File: config.mk
export PLATFORM = sky130hd
export DESIGN_NAME = shift_arbiter
export DESIGN_NICKNAME = d
export VERILOG_FILES = /design/src/rtl/shift_arb_pkg.sv /design/src/rtl/shift.sv /design/src/rtl/shift_rr_arbiter.sv /design/src/rtl/shift_arbiter.sv
export SDC_FILE = /design/constraint.sdc
export NUM_CORES = 1
export LEC_CHECK = 0
export CELL_PAD_IN_SITES_DETAIL_PLACEMENT = 1
export CELL_PAD_IN_SITES_GLOBAL_PLACEMENT = 1
export CORE_MARGIN = 1.5
export CORE_UTILIZATION = 44
export CTS_CLUSTER_DIAMETER = 80
export DETAILED_ROUTE_END_ITERATION = 6
export PLACE_DENSITY = 0.92
export SLEW_MARGIN = 20
export SYNTH_ARGS = -nofsm -noshare
export SYNTH_HDL_FRONTEND = slang
export SYNTH_SLANG_ARGS = --single-unit
File: constraint.sdc
create_clock -name clk -period 4.55 [get_ports clk]
set_input_delay 0.91 -clock clk [delete_from_list [all_inputs] [get_ports clk]]
set_output_delay 0.91 -clock clk [all_outputs]
set_load 0.005 [all_outputs]
File: src/rtl/shift_arb_pkg.sv
// Shared types and defaults for the round-robin shift arbiter.
package shift_arb_pkg;

  typedef enum logic {
    EMPTY = 1'b0,
    FULL  = 1'b1
  } shift_arb_state_t;

  localparam int DEFAULT_WIDTH = 32;

endpackage

File: src/rtl/shift.sv
// Combinational logical shifter: sll when shope_i=1, srl when shope_i=0, zero fill.
module shift #(
  parameter int WIDTH       = 32,
  parameter int SHAMT_WIDTH = $clog2(WIDTH)
) (
  input  logic [WIDTH-1:0]       operand_i,
  input  logic [SHAMT_WIDTH-1:0] shamt_i,
  input  logic                   shope_i,
`ifdef SHIFT_ENABLE_PIN
  input  logic                   en_i,
`endif
  output logic [WIDTH-1:0]       result_o
);

  logic [WIDTH-1:0] shifted;

  assign shifted = shope_i ? (operand_i << shamt_i) : (operand_i >> shamt_i);

`ifdef SHIFT_ENABLE_PIN
  assign result_o = en_i ? shifted : '0;
`else
  assign result_o = shifted;
`endif

endmodule

File: src/rtl/shift_rr_arbiter.sv
// Combinational round-robin arbiter: search begins one past ptr_i and wraps modulo NUM_REQ.
module shift_rr_arbiter #(
  parameter int NUM_REQ  = 2,
  parameter int ID_WIDTH = $clog2(NUM_REQ)
) (
  input  logic [NUM_REQ-1:0]  req_i,
  input  logic [ID_WIDTH-1:0] ptr_i,
  output logic [NUM_REQ-1:0]  grant_o,
  output logic [ID_WIDTH-1:0] idx_o,
  output logic                any_o
);

  logic                found;
  logic [ID_WIDTH-1:0] cand;

  always_comb begin
    grant_o = '0;
    idx_o   = '0;
    found   = 1'b0;
    cand    = '0;
    for (int i = 1; i <= NUM_REQ; i++) begin
      cand = ID_WIDTH'((int'(ptr_i) + i) % NUM_REQ);
      if (!found && req_i[cand]) begin
        found         = 1'b1;
        grant_o[cand] = 1'b1;
        idx_o         = cand;
      end
    end
    any_o = found;
  end

endmodule

File: src/rtl/shift_arbiter.sv
// Shares one shift unit between NUM_REQ requesters; one result register feeds a single consumer.
// Handshake: a transfer happens on a rising edge where valid and ready are both 1.
module shift_arbiter
  import shift_arb_pkg::*;
#(
  parameter int WIDTH       = DEFAULT_WIDTH,
  parameter int SHAMT_WIDTH = $clog2(WIDTH),
  parameter int NUM_REQ     = 2,
  parameter int ID_WIDTH    = $clog2(NUM_REQ)
) (
  input  logic                           clk,
  input  logic                           rst_n,
  input  logic [NUM_REQ-1:0]             req_valid,
  output logic [NUM_REQ-1:0]             req_ready,
  input  logic [NUM_REQ*WIDTH-1:0]       req_data,
  input  logic [NUM_REQ*SHAMT_WIDTH-1:0] req_shamt,
  input  logic [NUM_REQ-1:0]             req_shope,
  output logic                           rsp_valid,
  input  logic                           rsp_ready,
  output logic [WIDTH-1:0]               rsp_data,
  output logic [ID_WIDTH-1:0]            rsp_id
);

  shift_arb_state_t    state_q, state_d;
  logic [ID_WIDTH-1:0] ptr_q, ptr_d;
  logic [WIDTH-1:0]    rsp_data_q, rsp_data_d;
  logic [ID_WIDTH-1:0] rsp_id_q, rsp_id_d;

  logic [NUM_REQ-1:0]     grant;
  logic [ID_WIDTH-1:0]    win_idx;
  logic                   win_any;
  logic                   can_accept;
  logic                   accept;
  logic [WIDTH-1:0]       sel_data;
  logic [SHAMT_WIDTH-1:0] sel_shamt;
  logic                   sel_shope;
  logic [WIDTH-1:0]       shift_result;

  shift_rr_arbiter #(
    .NUM_REQ  (NUM_REQ),
    .ID_WIDTH (ID_WIDTH)
  ) u_arb (
    .req_i   (req_valid),
    .ptr_i   (ptr_q),
    .grant_o (grant),
    .idx_o   (win_idx),
    .any_o   (win_any)
  );

  // The result register can take a new value when empty or when it drains this cycle.
  assign can_accept = (state_q == EMPTY) | rsp_ready;
  assign req_ready  = (rst_n && can_accept) ? grant : '0;
  assign accept     = rst_n & can_accept & win_any;

  always_comb begin
    sel_data  = '0;
    sel_shamt = '0;
    sel_shope = 1'b0;
    for (int k = 0; k < NUM_REQ; k++) begin
      if (win_idx == ID_WIDTH'(k)) begin
        sel_data  = req_data[k*WIDTH +: WIDTH];
        sel_shamt = req_shamt[k*SHAMT_WIDTH +: SHAMT_WIDTH];
        sel_shope = req_shope[k];
      end
    end
  end

  shift #(
    .WIDTH       (WIDTH),
    .SHAMT_WIDTH (SHAMT_WIDTH)
  ) u_shift (
    .operand_i (sel_data),
    .shamt_i   (sel_shamt),
    .shope_i   (sel_shope),
`ifdef SHIFT_ENABLE_PIN
    .en_i      (1'b1),
`endif
    .result_o  (shift_result)
  );

  always_comb begin
    state_d    = state_q;
    ptr_d      = ptr_q;
    rsp_data_d = rsp_data_q;
    rsp_id_d   = rsp_id_q;
    case (state_q)
      EMPTY:   if (accept) state_d = FULL;
      FULL:    if (rsp_ready && !accept) state_d = EMPTY;
      default: state_d = EMPTY;
    endcase
    if (accept) begin
      ptr_d      = win_idx;
      rsp_data_d = shift_result;
      rsp_id_d   = win_idx;
    end
  end

  // Pointer resets to the last index so requester 0 is searched first.
  always_ff @(posedge clk or negedge rst_n) begin
    if (!rst_n) begin
      state_q    <= EMPTY;
      ptr_q      <= ID_WIDTH'(NUM_REQ - 1);
      rsp_data_q <= '0;
      rsp_id_q   <= '0;
    end else begin
      state_q    <= state_d;
      ptr_q      <= ptr_d;
      rsp_data_q <= rsp_data_d;
      rsp_id_q   <= rsp_id_d;
    end
  end

  assign rsp_valid = (state_q == FULL);
  assign rsp_data  = rsp_data_q;
  assign rsp_id    = rsp_id_q;

  // A requester still waiting for acceptance must not change its payload.
  for (genvar k = 0; k < NUM_REQ; k++) begin : g_payload_chk
    a_payload_stable : assert property (
      @(posedge clk) disable iff (!rst_n)
      (req_valid[k] && !req_ready[k]) |=>
        (!req_valid[k] || ($stable(req_data[k*WIDTH +: WIDTH]) &&
                           $stable(req_shamt[k*SHAMT_WIDTH +: SHAMT_WIDTH]) &&
                           $stable(req_shope[k]))));
  end

endmodule

# Word-level counts from Yosys, hierarchy flattened
# Index checks and enable logic that the tools add are counted.
[word_totals]
register_bits = 35
in_bits = 81
output_inout_bits = 36
wordCells = 46
[classes]
add_sub_neg = 2
magnitude_cmp = 4
shifts = 2
muxes = 22
bitwise_logic = 5
n_reduce_logical = 7
[ops]
columns = ["cell", "n"]
rows = [
  ["$mux W32", 2],
  ["$shl A32 B5 Y32", 1],
  ["$shr A32 B5 Y32", 1],
  ["$mux W1", 13],
  ["$mux W2", 3],
  ["$logic_and A1 B1 Y1", 5],
  ["$mux W5", 1],
  ["$lt A1 B2 Y1 const B", 2],
  ["$add A1 B1 Y1 const B", 2],
  ["$and A1 B1 Y1", 2],
  ["$demux W1 S1", 2],
  ["$ge A1 B1 Y1 const B", 2],
  ["$logic_not A1 Y1", 2],
  ["$or A2 B2 Y2", 1],
  ["$pmux W1 S2", 1],
  ["$not A1 Y1", 1],
  ["$or A1 B1 Y1", 1],
]

# Depth between registers and ports, before layout
# Gate-level depths: netlist of the first run.
[logic_depth]
word_depth = 12
depth_mapped = 11
ltp_nobuf = 7

# By module
# Synthesis of the first run repeated with hierarchy kept, for this count alone.
[unflattened]
hier_cells = 595
area_unflattened_um2 = 5579.1
[by_module_without_submodules]
columns = ["mod", "instances", "cells_per_inst", "area_each_um2"]
rows = [
  ["shift", 1, 469, 3604.7],
  ["shift_arbiter", 1, 121, 1941.9],
  ["shift_rr_arbiter", 1, 5, 32.5],
]

# Worst setup path before layout of the first run
# No wires, ideal clock.
[synth_timing]
kind = "input -> output"
start = "in req_valid[1]"
end = "out req_ready[1]"
arrival_time_ns = 1.931
setup_slack_ns = 1.709
path_stages = 6
path_cell_list = "a21bo_1 -> buf_6 -> buf_4 -> buf_2 -> buf_2 -> nor2_1"
[synth_via]
elab_chain_cells = 7
elab_cells_between_ends = 11
classes_between = "8 x mux; 1 x bitwise; 2 x reduce/logical"
[synth_rtl]
columns = ["element", "line", "text"]
rows = [
  ["from (decl)", "shift_arbiter.sv:13", "input logic [NUM_REQ-1:0] req_valid,"],
  ["$mux W1 (not written as such) (2 in a row)", "shift_rr_arbiter.sv:23", "if (!found && req_i[cand]) begin"],
  ["$mux W1", "shift_rr_arbiter.sv:23", ""],
  ["$logic_not A1 Y1", "shift_rr_arbiter.sv:23", ""],
  ["$logic_and A1 B1 Y1", "shift_rr_arbiter.sv:23", ""],
  ["$mux W2 (*)", "shift_rr_arbiter.sv:23", ""],
  ["$mux W2 (*)", "shift_arbiter.sv:52", "assign req_ready = (rst_n && can_accept) ? grant : '0;"],
  ["to (decl)", "shift_arbiter.sv:14", "output logic [NUM_REQ-1:0] req_ready,"],
]
# Every way passes the cells marked *; elsewhere a longest branch is shown, timed or not. The select of a mux whose other input is x is not followed.

# Worst setup path in the final report of the first run
[layout_timing]
start = "in req_valid[0]"
end = "reg rsp_data_q[15], in the netlist rsp_data[15]"
[layout_via]
elab_chain_cells = 9
elab_cells_between_ends = 17
classes_between = "2 x shift; 12 x mux; 1 x bitwise; 2 x reduce/logical"
[layout_rtl]
columns = ["element", "line", "text"]
rows = [
  ["$mux W1 (not written as such) (2 in a row)", "shift_rr_arbiter.sv:23", ""],
  ["$mux W1", "shift_rr_arbiter.sv:23", ""],
  ["$logic_not A1 Y1", "shift_rr_arbiter.sv:23", ""],
  ["$logic_and A1 B1 Y1", "shift_rr_arbiter.sv:23", ""],
  ["$mux W1", "shift_rr_arbiter.sv:23", ""],
  ["$mux W32 or $mux W5 (tied branches)", "shift_arbiter.sv:60", "if (win_idx == ID_WIDTH'(k)) begin"],
  ["$shr A32 B5 Y32 or $shl A32 B5 Y32 (tied branches)", "shift.sv:17", "assign shifted = shope_i ? (operand_i << shamt_i) : (operand_i >> shamt_i);"],
  ["$mux W32", "shift.sv:17", ""],
  ["to (signal assigned)", "shift_arbiter.sv:108", "rsp_data_q <= rsp_data_d;"],
  ["to (decl)", "shift_arbiter.sv:26", "logic [WIDTH-1:0] rsp_data_q, rsp_data_d;"],
]
# Parallel ways exist; a longest one is shown, timed or not. The select of a mux whose other input is x is not followed.
# A chain may end at the register's enable or synchronous reset.

==> run_results.csv, run 1 <==
group,metric,value,unit
status,status,"finished clean",
grt,grt_pass1_wl,43900,um
cells_and_area,multi_input_comb_area,5120,sq um
placement,numPortBuffers,116,
floorplanning,start_util,0.455,
floorplanning,rows,43,
route,post_drt_wl_per_cell,27.9,um
clock_network,cts_buffers,5,
logic_synthesis,ys_types,64,
power,powerDensity,270,nW/um^2
cells_and_area,drive_above_1_share,0.117,
cells_and_area,seq_area,877,sq um
placement,dp_cells,1019,
placement,place.gp.congestion,1.04,
clock_network,post_cts_buffers,0,
cells_and_area,fillers,1646,
route,firstDrtPassIters,5,
timing,rsz0062_at_grt,"false",
logic_synthesis,synth_fa_ha_area_frac,0,
clock_network,cts_resized,0,
floorplanning,io_pins,117,
critical_path,start_kind,"input port",
grt,track_usage,0.382,
logic_synthesis,synth_top_family_by_area,"multiplexers",
timing,setup_viol,0,
timing,fin_crit_sh,0.829,
logic_synthesis,synthMuxAreaShare,0.432,
floorplanning,fp.dieW,123,um
timing,holdWs,0.484,ns
logic_synthesis,synth_ff_type,"dfrtp_1",
cells_and_area,antenna_cells,0,
timing,fin_worst_skew,0.00593,ns
power,p_leak,3.29,nW
logic_synthesis,syn_area,6390,sq um
cells_and_area,finalNonFillerCells,1027,
clock_network,hold_buffers,0,
clock_network,clock_latency,0.29,ns
clock_network,root_buffer,"clkbuf_16",
timing,maxSlewHeadroom,0.496,
timing,drv_slew,0,
route,drt_iter0_drc,816,
job,drv_cap,0,
timing,setup_tns,0,ns
timing,fmax,265,MHz
logic_synthesis,ys_ff_latch,35,
critical_path,cp_cell_sequence,"clkdlybuf4s50_1, a21bo_4, mux2_4, o21ai_1, o21ai_0, a22oi_1, o2111ai_1, o21a_1",
timing,tightest_slew,0.751,ns
logic_synthesis,async_flop_share,1.00,
clock_network,h-tree-depth,2,
grt,grt-ovfl-total,0,
clock_network,path_clk_slew,0.06,ns
route,via_per_inst,7.13,
critical_path,critPathMaxStageDelay,0.65,ns
critical_path,path_class,"input port to flip-flop",
clock_network,clock_sinks,35,
critical_path,slowest_stage,"mux2_4",
placement,hpwl,22200,um
floorplanning,core_area,14000,sq um
power,irDropWorstVdd,0.000158,V
route,ant_nets,0,
logic_synthesis,postSynthCellCount,764,
grt,grt_max_degree,47,
route,drc,0,
critical_path,crit_buf_inv,1,
logic_synthesis,synth_warnings,0,
logic_synthesis,synth_xor_area_frac,0,
floorplanning,die_h,123,um
critical_path,required,4.77,ns
critical_path,setup.worst_path.end_class,"flip-flop",
timing,post-route-min-period,3.77,ns
logic_synthesis,synth_edf_count,0,
grt,antenna_found_initial,0,
cells_and_area,nets,927,
critical_path,arrival,3.99,ns
hold_path,min_path_type,"flip-flop to flip-flop",
logic_synthesis,syn_nets,845,
clock_network,cts_tree,"built",
timing,finalHoldViolCount,0,
route,via_count,7320,
clock_network,cts_buffer_depth,2,
logic_synthesis,synth_area_per_cell,8.36,sq um
logic_synthesis,ys_seq_area_frac,0.137,
cells_and_area,area_growth,21.5,%
logic_synthesis,synth_compound_area_frac,0.225,
critical_path,cpLargestDelayFamily,"compound AO/OA/AOI/OAI gates",
logic_synthesis,synth-simple-area-share,0.140,
grt,grt_pass1_vias,7467,
floorplanning,die-area,15300,sq um
route,finalWirelength,28700,um
critical_path,crit_fanout,46,
[through the flow]
| step | setup WS (ns) | instance area, sq um | utilization | total power [W] |
|---|---|---|---|---|
| finish | 0.778 | 7760 | 0.553 | 0.00210 |
| global route | 0.646 | 7760 | 0.553 | 0.00219 |
| CTS | 0.844 | 7760 | 0.553 | 0.00206 |
| detailed placement | 0.550 | 7620 | 0.542 | 0.00170 |
| global placement | 0.630 | 7620 | 0.542 | 0.00167 |
| floorplan | 1.71 | 6390 | - | 0.00116 |
[area by class of cell]
type	instances	share of cell area
clock inverter	1	0.000645
multi-input combinational	657	0.660
tap	180	0.0290
timing repair buffer	144	0.178
sequential	35	0.113
clock buffer	7	0.0184
inverter	3	0.00145
[where the power goes]
group          internal, W  leakage [nW]  switching (W)  total [W]
clock             0.000217        0.0739       0.000138   0.000356
combinational     0.000562          2.80       0.000743    0.00131
sequential        0.000385         0.409      0.0000540   0.000439
total              0.00116          3.29       0.000935    0.00210
[cell usage after synthesis, types with 5 or more instances]
master,n,area share
o22a_1,9,0.012
clkbuf_1,14,0.0082
a221oi_1,9,0.012
dfrtp_1,34,0.13
mux2_2,31,0.055
o32a_1,7,0.011
o21ai_0,19,0.015
mux2i_1,209,0.33
o22ai_1,5,0.0049
nor2_1,49,0.029
nand2b_1,7,0.0069
nor2b_1,11,0.011
mux4_2,9,0.032
o211ai_1,14,0.016
o21a_1,5,0.0059
a31oi_1,14,0.014
a21oi_1,42,0.033
buf_4,17,0.020
buf_6,7,0.012
o21ai_1,7,0.0055
nor3_1,11,0.0086
a211oi_1,26,0.031
nand2_1,75,0.044
nand3_1,22,0.017
o31ai_1,7,0.0082
buf_2,28,0.022
[cells in the final DEF (no fill, tap or decap), types with 3 or more instances in the layout]
cell,synthesis,final
o22a_1,9,9
nor2_2,3,4
a22oi_1,4,4
or3_1,4,4
a21o_1,4,4
mux2_2,31,31
mux4_2,9,9
nand2b_1,7,7
clkdlybuf4s50_1,0,113
mux2i_1,209,208
and2_1,4,4
buf_4,17,26
clkbuf_16,0,5
o211ai_1,14,14
buf_2,28,3
nand3b_1,3,3
a32oi_1,3,3
mux2i_2,3,3
a221oi_1,9,9
o21ai_0,19,19
o22ai_1,5,5
o31ai_1,7,7
nor2_1,49,48
nand3_1,22,22
inv_1,3,3
dfrtp_1,34,34
a211oi_1,26,26
a221o_1,4,4
nor3_1,11,11
o221ai_1,4,4
nor2b_1,11,11
mux2i_4,2,3
o21a_1,5,5
o32a_1,7,7
nand2_1,75,75
o21ai_1,7,7
o32ai_1,3,3
a31oi_1,14,14
a21oi_1,42,42
[flip-flops by register name, indices dropped and copies added, names as in the netlist]
name,cells
ptr_q,1
rsp_data,32
rsp_id,1
rsp_valid,1
[final timing paths]
check / startpoint / endpoint / slack [ns] / cells after the start
setup reg to reg: ptr_q$_DFFE_PN1P_ / rsp_data[15]$_DFFE_PN0P_ / 1.42 / 7
hold reg to reg: rsp_id$_DFFE_PN0P_ / rsp_id$_DFFE_PN0P_ / 0.48 / 1
hold / removal: rsp_id$_DFFE_PN0P_ / rsp_id$_DFFE_PN0P_ / 0.48 / 1
setup / recovery: req_valid[0] / rsp_data[15]$_DFFE_PN0P_ / 0.78 / 8
max in group asynchronous: rst_n / ptr_q$_DFFE_PN1P_ / 3.41 / 2
min in group asynchronous: rst_n / rsp_data[11]$_DFFE_PN0P_ / 0.78 / 2
[per-layer routing]
layer,up-vias,global-route usage,part of all wire,wire length [um]
met3,133,0.0756,0.095,2720
met2,519,0.633,0.46,13300
met4,0,0.182,0.056,1610
met5,-,0,0,0
met1,3544,0.476,0.39,11100
li1,3124,-,-,-
[kinds of logic (layout without fill, tap and decap cells)]
logic type	count (synthesis)	after routing
and+or+nand+nor	197	197
muxes	256	256
buffers and inverters	72	155
AOI/OAI and AO/OA	204	204
DFF	35	35
Power figures use the tool's default switching activity.
==> run 2: changes to the inputs <==
Settings changed: CORE_UTILIZATION 44 to 41, PLACE_DENSITY 0.92 to 0.86.
Clock period 4.55 ns to 3.82 ns, I/O delays scaled along.
==> run 2 against run 1 <==
Clock skew increased by 0.0015 ns. Critical endpoint is now rsp_data[25]$_DFFE_PN0P_. Utilization shrank 2.1 points. Largest cell class unchanged. Total power up 21%. Critical path type unchanged. Combinational power is 24% higher.
==> run_results.csv, run 2 (synthesis results as in run 1) <==
group,metric,value,unit
placement,place.gp.congestion,1.02,
route,drc,0,
placement,dp_cells,1061,
timing,finalHoldViolCount,0,
critical_path,critPathMaxStageDelay,0.65,ns
clock_network,post_cts_buffers,0,
timing,setup_tns,0,ns
clock_network,cts_resized,0,
placement,numPortBuffers,116,
timing,fmax,293,MHz
clock_network,root_buffer,"clkbuf_16",
route,via_count,7308,
grt,grt_pass1_vias,7431,
cells_and_area,antenna_cells,0,
clock_network,cts_buffer_depth,2,
cells_and_area,area_growth,26.7,%
placement,hpwl,23000,um
floorplanning,start_util,0.420,
critical_path,arrival,3.59,ns
cells_and_area,nets,961,
cells_and_area,final_common_cell,"mux2i_1",
critical_path,r2r_slack,0.90,ns
floorplanning,core_area,15200,sq um
cells_and_area,fin_area,8090,sq um
grt,antenna_found_initial,0,
clock_network,cts_tree,"built",
clock_network,h-tree-depth,2,
clock_network,hold_buffers,0,
floorplanning,die-area,16300,sq um
grt,grt-ovfl-total,0,
cells_and_area,layout_common_cells,"mux2i_1, clkdlybuf4s50_1, nand2_1",
critical_path,required,3.99,ns
power,finalPower,0.00255,W
route,via_per_inst,6.84,
timing,post-route-min-period,3.42,ns
placement,dpl_cell_area,7960,sq um
grt,grt_pass1_wl,44300,um
critical_path,start_kind,"input port",
route,firstDrtPassIters,5,
grt,grt_max_degree,47,
critical_path,path_class,"input port to flip-flop",
hold_path,min_path_type,"flip-flop to flip-flop",
power,powerDensity,315,nW/um^2
critical_path,crit_fanout,21,
critical_path,setup.worst_path.end_class,"flip-flop",
floorplanning,rows,45,
clock_network,cts_buffers,5,
timing,setup_viol,0,
critical_path,crit_buf_inv,2,
route,drt_iter0_drc,775,
clock_network,clock_sinks,35,
critical_path,cpLargestDelayFamily,"compound AO/OA/AOI/OAI gates",
grt,track_usage,0.358,
timing,drv_slew,0,
cells_and_area,drive_above_1_share,0.149,
timing,fin_worst_skew,0.00746,ns
job,drv_cap,0,
floorplanning,die_h,128,um
timing,tightest_slew,0.780,ns
cells_and_area,finalNonFillerCells,1069,
route,post_drt_wl_per_cell,27.3,um
status,status,"finished clean",
clock_network,path_clk_slew,0.06,ns
timing,rsz0062_at_grt,"false",
floorplanning,io_pins,117,
cells_and_area,largest_reg_flops,32,
route,ant_nets,0,
power,p_leak,3.47,nW
critical_path,cp_cell_sequence,"clkdlybuf4s50_1, a21boi_4, buf_12, a2111oi_0, a31oi_1, and3_1, o21ai_0, nor3_1, o32a_1",
timing,maxSlewHeadroom,0.475,
critical_path,slowest_stage,"a2111oi_0",
floorplanning,fp.dieW,128,um
clock_network,clock_latency,0.29,ns
timing,fin_crit_sh,0.894,
power,irDropWorstVdd,0.000239,V
route,finalWirelength,29200,um
run 2: per-layer routing:
layer | vias up | track usage | wire [um]
met5 | - | 0 | 0
met4 | 0 | 0.162 | 1480
met3 | 115 | 0.0780 | 2470
met2 | 420 | 0.580 | 13400
met1 | 3588 | 0.455 | 11800
li1 | 3185 | - | -
run 2: worst paths after layout:
check                              startpoint                        to  cells after the start
setup / recovery                 req_valid[0]  rsp_data[25]$_DFFE_PN0P_                      9
hold / removal             rsp_id$_DFFE_PN0P_        rsp_id$_DFFE_PN0P_                      1
setup reg to reg            ptr_q$_DFFE_PN1P_  rsp_data[25]$_DFFE_PN0P_                      8
hold reg to reg            rsp_id$_DFFE_PN0P_        rsp_id$_DFFE_PN0P_                      1
max in group asynchronous               rst_n         ptr_q$_DFFE_PN1P_                      2
min in group asynchronous               rst_n  rsp_data[11]$_DFFE_PN0P_                      2
run 2: worst reg2reg max path, cell delays in order (launching register included):
cell,delay (ns)
dfstp_2,0.59
a21boi_4,0.11
buf_12,0.18
a2111oi_0,0.66
a31oi_1,0.09
and3_1,0.31
o21ai_0,0.41
nor3_1,0.09
o32a_1,0.36
run 2: metrics by stage:
| step | setup slack (ns) | util | hold WS (ns) |
|---|---|---|---|
| after detailed placement | 0.179 | 0.523 | 0.479 |
| after global routing | 0.291 | 0.532 | 0.517 |
| after floorplan | 1.13 | - | 0.468 |
| after CTS | 0.459 | 0.532 | 0.487 |
| after global placement | 0.224 | 0.523 | 0.465 |
| final | 0.404 | 0.532 | 0.483 |
run 2: final cells by class:
class / count / area (sq um)
Clock buffer: 8 / 136
Fill cell: 1821 / 7110
Inverter: 3 / 11.3
Multi-Input combinational cell: 657 / 5120
Sequential cell: 35 / 877
Tap cell: 188 / 235
Timing Repair Buffer: 178 / 1710
run 2: power breakdown:
group	total, W	internal (W)	switching, W
Combinational	0.00163	0.000728	0.000902
Sequential	0.000516	0.000458	0.0000580
Clock	0.000404	0.000243	0.000161
==> run 3: changes to the inputs <==
--- a/config.mk
+++ b/config.mk
@@ -12,4 +12,5 @@
 export CTS_CLUSTER_DIAMETER = 80
 export DETAILED_ROUTE_END_ITERATION = 6
+export GPL_TIMING_DRIVEN = 1
 export PLACE_DENSITY = 0.86
 export SLEW_MARGIN = 20
==> constraint.sdc (replaced) <==
create_clock -name clk -period 3.82 [get_ports clk]
set_input_delay 0.955 -clock clk [delete_from_list [all_inputs] [get_ports clk]]
set_output_delay 0.955 -clock clk [all_outputs]
set_load 0.005 [all_outputs]
==> run 3 against run 2 <==
Critical path depth decreased by 4. Worst hold slack improved by 0.011 ns. Clock skew decreased by 0.0043 ns. First-iteration DRC count increased by 0.13%. Die area unchanged. Via count increased by 1.7%. Largest power group unchanged. Register-to-register slack improved by 0.05 ns. Sequential power about the same.
==> run_results.csv, run 3 (synthesis results as in run 1) <==
group,metric,value,unit
status,status,"finished clean",
timing,tightest_slew,0.633,ns
cells_and_area,drive_above_1_share,0.171,
route,via_count,7434,
clock_network,clock_latency,0.29,ns
critical_path,start_kind,"input port",
clock_network,post_cts_buffers,0,
clock_network,root_buffer,"clkbuf_16",
floorplanning,die_h,128,um
clock_network,cts_tree,"built",
clock_network,path_clk_slew,0.06,ns
timing,fmax,269,MHz
placement,dp_cells,1082,
floorplanning,die-area,16300,sq um
route,drc,0,
clock_network,hold_buffers,0,
cells_and_area,fillers,1825,
cells_and_area,nets,982,
route,firstDrtPassIters,5,
grt,grt_max_degree,47,
timing,maxSlewHeadroom,0.574,
clock_network,cts_resized,0,
route,via_per_inst,6.81,
hold_path,min_path_type,"flip-flop to flip-flop",
grt,grt_pass1_vias,7671,
timing,setup_viol,0,
floorplanning,io_pins,117,
grt,grt-ovfl-total,0,
timing,fin_crit_sh,0.973,
route,finalWirelength,29500,um
critical_path,path_class,"input port to output port",
placement,hpwl,23200,um
grt,track_usage,0.363,
critical_path,arrival,2.76,ns
clock_network,cts_buffers,5,
power,irDropWorstVdd,0.000189,V
power,p_leak,3.58,nW
cells_and_area,finalNonFillerCells,1091,
floorplanning,core_area,15200,sq um
clock_network,h-tree-depth,2,
route,post_drt_wl_per_cell,27.0,um
critical_path,required,2.86,ns
critical_path,setup.worst_path.end_class,"output port",
route,drt_iter0_drc,776,
timing,post-route-min-period,3.72,ns
job,drv_cap,0,
placement,numPortBuffers,116,
critical_path,crit_fanout,13,
clock_network,cts_buffer_depth,2,
route,ant_nets,0,
timing,drv_slew,0,
grt,antenna_found_initial,1,
floorplanning,start_util,0.420,
cells_and_area,layout_common_cells,"mux2i_1, clkdlybuf4s50_1, buf_4",
cells_and_area,fin_area,8260,sq um
clock_network,clock_sinks,35,
floorplanning,rows,45,
cells_and_area,largest_reg_flops,32,
placement,dpl_cell_area,8100,sq um
power,powerDensity,318,nW/um^2
floorplanning,fp.dieW,128,um
cells_and_area,area_growth,29.3,%
timing,setup_tns,0,ns
timing,fin_worst_skew,0.00321,ns
placement,place.gp.congestion,0.971,
grt,grt_pass1_wl,45700,um
timing,rsz0062_at_grt,"false",
cells_and_area,final_common_cell,"mux2i_1",
timing,finalHoldViolCount,0,
==> run 3: metal layers <==
layer | vias up | global-route usage | part of all wire
met5 | - | 0 | 0
met2 | 449 | 0.606 | 0.47
li1 | 3217 | - | -
met1 | 3644 | 0.450 | 0.40
met4 | 0 | 0.163 | 0.052
met3 | 124 | 0.0785 | 0.081
==> run 3: area by class of cell <==
type                       instances  area, sq um  area share
clock buffer                       8          156      0.0189
inverter                           3         11.3     0.00136
tap                              188          235      0.0285
antenna                            1         2.50    0.000303
multi-input combinational        657         5120       0.620
timing repair buffer             199         1860       0.225
sequential                        35          877       0.106
==> run 3: metrics by stage <==
stage,setup WS (ns),total power (W),util,hold WS [ns]
6_report,0.104,0.00263,0.543,0.494
5_1_grt,0.0234,0.00274,0.543,0.522
3_5_place_dp,0.0436,0.00214,0.533,0.479
3_3_place_gp,0.0980,0.00211,0.533,0.479
2_1_floorplan,0.889,0.00138,-,0.474
4_1_cts,0.0939,0.00259,0.543,0.498
==> run 3: critical path: stages <==
cell             delay, ns
clkdlybuf4s50_1       0.53
a21bo_4               0.33
buf_4                 0.19
nor2_1                0.20
clkdlybuf4s50_1       0.56
==> run 3: power by group <==
part	internal, W	switching [W]	leakage, nW
Combinational	0.000760	0.000904	3.09
Clock	0.000278	0.000168	0.0772
Sequential	0.000458	0.0000595	0.409
==> run 3: path summary, 6_finish.rpt <==
check	from	cells past startpoint	to	slack, ns
max	req_valid[1]	5	req_ready[1]	0.10
min reg2reg	rsp_id$_DFFE_PN0P_	1	rsp_id$_DFFE_PN0P_	0.49
min	rsp_id$_DFFE_PN0P_	1	rsp_id$_DFFE_PN0P_	0.49
min in group asynchronous	rst_n	2	rsp_data[19]$_DFFE_PN0P_	0.82
max reg2reg	ptr_q$_DFFE_PN1P_	7	rsp_data[6]$_DFFE_PN0P_	0.95
max in group asynchronous	rst_n	2	ptr_q$_DFFE_PN1P_	2.64
